[src/rtl/pipe_skid_stage_if.sv]
// pipe_skid_stage_if: valid/ready payload handshake between adjacent pipeline stages.
interface pipe_skid_stage_if #(
  parameter int DATA_W = 32
);
  logic              valid;
  logic [DATA_W-1:0] data;
  logic              ready;
  modport master (output valid, data, input ready);
  modport slave  (input valid, data, output ready);
endinterface

[src/rtl/pipe_skid_stage.sv]
// pipe_skid_stage: elastic pipeline register with a DEPTH-entry circular buffer,
// synchronous flush and a saturating stall counter.
module pipe_skid_stage #(
  parameter int                DATA_W     = 32,
  parameter int                DEPTH      = 2,
  parameter logic [DATA_W-1:0] RESET_DATA = '0,
  parameter int                CNT_W      = 16,
  localparam int               OCC_W      = $clog2(DEPTH + 1),
  localparam int               PTR_W      = DEPTH > 1 ? $clog2(DEPTH) : 1
) (
  input  logic                   clk,
  input  logic                   rst_n,
  pipe_skid_stage_if.slave       s_in,
  pipe_skid_stage_if.master      m_out,
  input  logic                   i_flush,
  input  logic                   i_stall_clr,
  output logic [OCC_W-1:0]       o_occupancy,
  output logic [CNT_W-1:0]       o_stall_cnt
);
  logic [DATA_W-1:0] r_buf [DEPTH];
  logic [PTR_W-1:0]  r_rp, r_wp;
  logic [OCC_W-1:0]  r_occ;
  logic [CNT_W-1:0]  r_stall;
  logic              w_full, w_empty, w_wr, w_rd;
  logic [PTR_W-1:0]  w_rp_nxt, w_wp_nxt;
  assign w_full   = r_occ == OCC_W'(DEPTH);
  assign w_empty  = r_occ == '0;
  assign w_wr     = s_in.valid & ~w_full & ~i_flush;
  assign w_rd     = ~w_empty & m_out.ready & ~i_flush;
  // explicit wrap since DEPTH need not be a power of two
  assign w_rp_nxt = r_rp == PTR_W'(DEPTH - 1) ? '0 : r_rp + PTR_W'(1);
  assign w_wp_nxt = r_wp == PTR_W'(DEPTH - 1) ? '0 : r_wp + PTR_W'(1);
  assign s_in.ready  = ~w_full;
  assign m_out.valid = ~w_empty;
  assign m_out.data  = w_empty ? RESET_DATA : r_buf[r_rp];
  assign o_occupancy = r_occ;
  assign o_stall_cnt = r_stall;
  always_ff @(posedge clk)
    if (w_wr) r_buf[r_wp] <= s_in.data;
  always_ff @(posedge clk or negedge rst_n)
    if (!rst_n) begin
      r_rp    <= '0;
      r_wp    <= '0;
      r_occ   <= '0;
      r_stall <= '0;
    end else begin
      r_rp    <= i_flush ? '0 : w_rd ? w_rp_nxt : r_rp;
      r_wp    <= i_flush ? '0 : w_wr ? w_wp_nxt : r_wp;
      r_occ   <= i_flush ? '0 : (w_wr & ~w_rd) ? r_occ + OCC_W'(1) :
                 (~w_wr & w_rd) ? r_occ - OCC_W'(1) : r_occ;
      r_stall <= i_stall_clr ? '0 :
                 (~w_empty & ~m_out.ready & ~i_flush & ~&r_stall) ? r_stall + CNT_W'(1) : r_stall;
    end
  a_occ_bound: assert property (@(posedge clk) disable iff (!rst_n) int'(r_occ) <= DEPTH);
  a_ptr_occ: assert property (@(posedge clk) disable iff (!rst_n)
    ((int'(r_wp) - int'(r_rp) + DEPTH) % DEPTH) == (int'(r_occ) % DEPTH));
  a_no_ovf: assert property (@(posedge clk) disable iff (!rst_n) w_wr |-> !w_full);
  a_no_unf: assert property (@(posedge clk) disable iff (!rst_n) w_rd |-> !w_empty);
endmodule

[src/flat_wrapper.sv]
// flat-port wrapper written by rule: the top's interface ports become plain ports
module pipe_skid_stage_flat 
#(
  parameter int                DATA_W     = 32,
  parameter int                DEPTH      = 2,
  parameter logic [DATA_W-1:0] RESET_DATA = '0,
  parameter int                CNT_W      = 16,
  localparam int               OCC_W      = $clog2(DEPTH + 1),
  localparam int               PTR_W      = DEPTH > 1 ? $clog2(DEPTH) : 1
)
  (clk, rst_n, i_flush, i_stall_clr, o_occupancy, o_stall_cnt, s_in_valid, s_in_data, s_in_ready, m_out_valid, m_out_data, m_out_ready);
  pipe_skid_stage_if #(.DATA_W(DATA_W)) s_in_i ();
  pipe_skid_stage_if #(.DATA_W(DATA_W)) m_out_i ();
  input  logic clk;
  input  logic rst_n;
  input  logic i_flush;
  input  logic i_stall_clr;
  output logic [OCC_W-1:0] o_occupancy;
  output logic [CNT_W-1:0] o_stall_cnt;
  input wire logic [$bits(s_in_i.valid)-1:0] s_in_valid;
  input wire logic [$bits(s_in_i.data)-1:0] s_in_data;
  output wire logic [$bits(s_in_i.ready)-1:0] s_in_ready;
  output wire logic [$bits(m_out_i.valid)-1:0] m_out_valid;
  output wire logic [$bits(m_out_i.data)-1:0] m_out_data;
  input wire logic [$bits(m_out_i.ready)-1:0] m_out_ready;
  assign s_in_i.valid = s_in_valid;
  assign s_in_i.data = s_in_data;
  assign s_in_ready = s_in_i.ready;
  assign m_out_valid = m_out_i.valid;
  assign m_out_data = m_out_i.data;
  assign m_out_i.ready = m_out_ready;
  pipe_skid_stage #(.DATA_W(DATA_W), .DEPTH(DEPTH), .RESET_DATA(RESET_DATA), .CNT_W(CNT_W)) u_core (.clk(clk), .rst_n(rst_n), .s_in(s_in_i), .m_out(m_out_i), .i_flush(i_flush), .i_stall_clr(i_stall_clr), .o_occupancy(o_occupancy), .o_stall_cnt(o_stall_cnt));
endmodule
[config.mk]
export PLATFORM = sky130hd
export DESIGN_NAME = pipe_skid_stage_flat
export DESIGN_NICKNAME = d
export VERILOG_FILES = /design/src/rtl/pipe_skid_stage_if.sv /design/src/rtl/pipe_skid_stage.sv /design/src/flat_wrapper.sv
export SDC_FILE = /design/constraint.sdc
export NUM_CORES = 1
export LEC_CHECK = 0
export BUFFER_PORTS_ARGS = -buffer_cell sky130_fd_sc_hd__buf_2
export CAP_MARGIN = 15
export CORE_MARGIN = 1.5
export CORE_UTILIZATION = 45
export CTS_BUF_LIST = sky130_fd_sc_hd__clkbuf_16
export CTS_CLUSTER_DIAMETER = 200
export DETAILED_ROUTE_END_ITERATION = 7
export PLACE_DENSITY = 0.77
export SETUP_SLACK_MARGIN = 0.3
export SYNTH_ARGS = -nofsm -noshare
export SYNTH_HDL_FRONTEND = slang
export SYNTH_SLANG_ARGS = --single-unit
[constraint.sdc]
create_clock -name clk -period 8.1 [get_ports clk]
set_input_delay 1.62 -clock clk [delete_from_list [all_inputs] [get_ports clk]]
set_output_delay 1.62 -clock clk [all_outputs]
set_load 0.01 [all_outputs]
==> out/metrics.yaml <==
final_cell_mix: "buf_2 (89), edfxtp_1 (64), nor2_1 (47), mux2i_1 (33), dfrtp_1 (19)"
syn_avg_cell_area_um2: 13.9
hold_depth: 2
max_freq_mhz: 282
period_share_pct: 43.8
first_global_vias: 2227
cts_tree: "done"
dieWidth_um: 92.7
yosys_warnings: 0
ant_nets: 0
grt_pass1_wl_mm: 10.7
crit_type: "reg -> out"
finalCriticalPeriod_ns: 3.55
drtPass1Iterations: 4
cts.repair.resized: 0
cts-buffers-inserted: 9
cp_max_fo: 20
grt_max_degree: 34
slew_headroom_pct: 33.4
core_um2: 7770
worst_setup_path_start_kind: "register"
cts_hold_buffers: 0
htreeDepth: 3
p_leak_nw: 1.77
dieHeight_um: 92.7
cts.clk_slew.worst_paths_ns: 0.07
layout_commonest_cell: "buf_2"
tns_ns: 0
netlist-cell-type-count: 42
critPathArrivalTime_ns: 1.93
rows: 32
worst_clock_skew_ns: 0.00630
synth_ff_type: "edfxtp_1"
clkLatencyLatePin_ns: 0.33
start_util_pct: 46.6
fin_nets: 392
gp_congestion: 0.816
grt_overflow: 0
area_delta_synth_final_pct: 23.0
synthCells: 261
io_pins: 90
postCtsSetupBuffers: 0
antenna_found_initial: 0
drv_cap: 0
ir_drop_mv: 0.109
synth_edf_count: 64
synth_fp_nets: 300
cts_max_path_buffers: 2
outcome: "completed"
antenna_cells: 0
finalMaxSlewViolations: 0
cp-end-kind: "output pin"
worst_ep_required_time_ns: 6.48
worst_pin_slew_ns: 0.999
p_per_area_nw_per_um2: 214
hold_class: "reg -> reg"
numClockSinks: 84
ys_ff_latch: 84
drt_iter0_drc: 63
rsz0062_at_grt: "false"
finalSetupViolations: 0
clockRootBuffer: "clkbuf_16"
async_reset_ff_share_pct: 23.8
yosysSeqAreaShare_pct: 66.9
synth_area_um2: 3620
hold_viol_final: 0
track_usage_pct: 16.4
dp_hpwl_mm: 4.57
via_count: 2410
portBuffers: 89
drcViolationCount: 0
vias_per_cell: 5.24
dieArea_um2: 8590
wl_per_cell_um: 14.5
post-route-util_pct: 57.3
reg2reg_depth: 5
drive_gt1_share_pct: 35.5
wl_mm: 6.67
## synth_stat cells (all sizes together) (3+ instances only)
master	n	area [um2]
a21oi	10	50.1
buf	7	43.8
clkbuf	4	15.0
dfrtp	20	500
edfxtp	64	1920
mux2	7	82.6
mux2i	33	330
nand2	7	26.3
nand3	8	52.6
nand4	3	40.0
nor2	48	183
nor2b	7	43.8
nor4	6	58.8
o31ai	5	37.5
or4	6	45.0
## power breakdown
| part | internal [mW] | switching (mW) | leakage [nW] |
|---|---|---|---|
| Combinational | 0.0348 | 0.0458 | 0.783 |
| Clock | 0.212 | 0.166 | 0.127 |
| Sequential | 0.482 | 0.0126 | 0.862 |
| Total | 0.728 | 0.224 | 1.77 |
## registers in the layout (all words and copies together) (netlist names)
signal              count
u_core.o_stall_cnt     16
u_core.o_occupancy      2
u_core.r_buf           64
u_core.r_wp             1
u_core.r_rp             1
## stage by stage
step	worst slack, ns	area, um2	instances	hold WS [ns]	power, mW
2_1_floorplan	3.52	3620	261	0.519	0.547
5_1_grt	4.41	4450	460	0.622	0.990
3_5_place_dp	4.81	4170	444	0.572	0.585
6_report	4.55	4450	460	0.584	0.952
4_1_cts	4.54	4450	460	0.582	0.964
3_3_place_gp	4.83	4170	444	0.555	0.582
## cells by family after synthesis
| kind of cell | Yosys count | share of synthesized area [%] |
|---|---|---|
| AO/OA/AOI/OAI | 21 | 3.56 |
| XOR/XNOR | 2 | 0.484 |
| adder cells (fa/ha/maj) | 1 | 0.345 |
| buffers and inverters | 13 | 1.83 |
| flip-flops | 84 | 66.9 |
| multiplexers | 40 | 11.4 |
| AND/OR/NAND/NOR | 100 | 15.5 |
## critical path, cell delays in order (launching register included)
cell     delay [ns]
dfrtp_1        0.44
nor2_2         0.56
buf_4          0.35
nor2_1         0.09
buf_2          0.14
## routing by layer
layer	track usage [%]	wire length, um	vias to the layer above
met5	0	0	-
met4	7.32	105	0
met3	3.61	428	9
met2	27.1	3290	83
met1	20.6	2840	1159
li1	-	-	1159
## worst paths after layout
path	from	endpoint	slack, ns
hold / removal	u_core.o_stall_cnt[14]	u_core.o_stall_cnt[14]	0.58
min in group asynchronous	rst_n	u_core.o_stall_cnt[1]	1.23
setup reg to reg	u_core.o_stall_cnt[0]	u_core.o_stall_cnt[6]	5.91
setup / recovery	u_core.o_occupancy[1]	m_out_data[9]	4.55
hold reg to reg	u_core.o_stall_cnt[14]	u_core.o_stall_cnt[14]	0.58
max in group asynchronous	rst_n	u_core.r_rp	6.53
## area by class of cell
type / instances / area (um2)
Timing Repair Buffer: 92 / 468
Fill cell: 652 / 3310
Clock inverter: 7 / 58.8
Tap cell: 102 / 128
Sequential cell: 84 / 2420
Clock buffer: 9 / 225
Multi-Input combinational cell: 164 / 1140
Inverter: 2 / 7.51
Note: power is estimated with default switching activity, not from simulation.
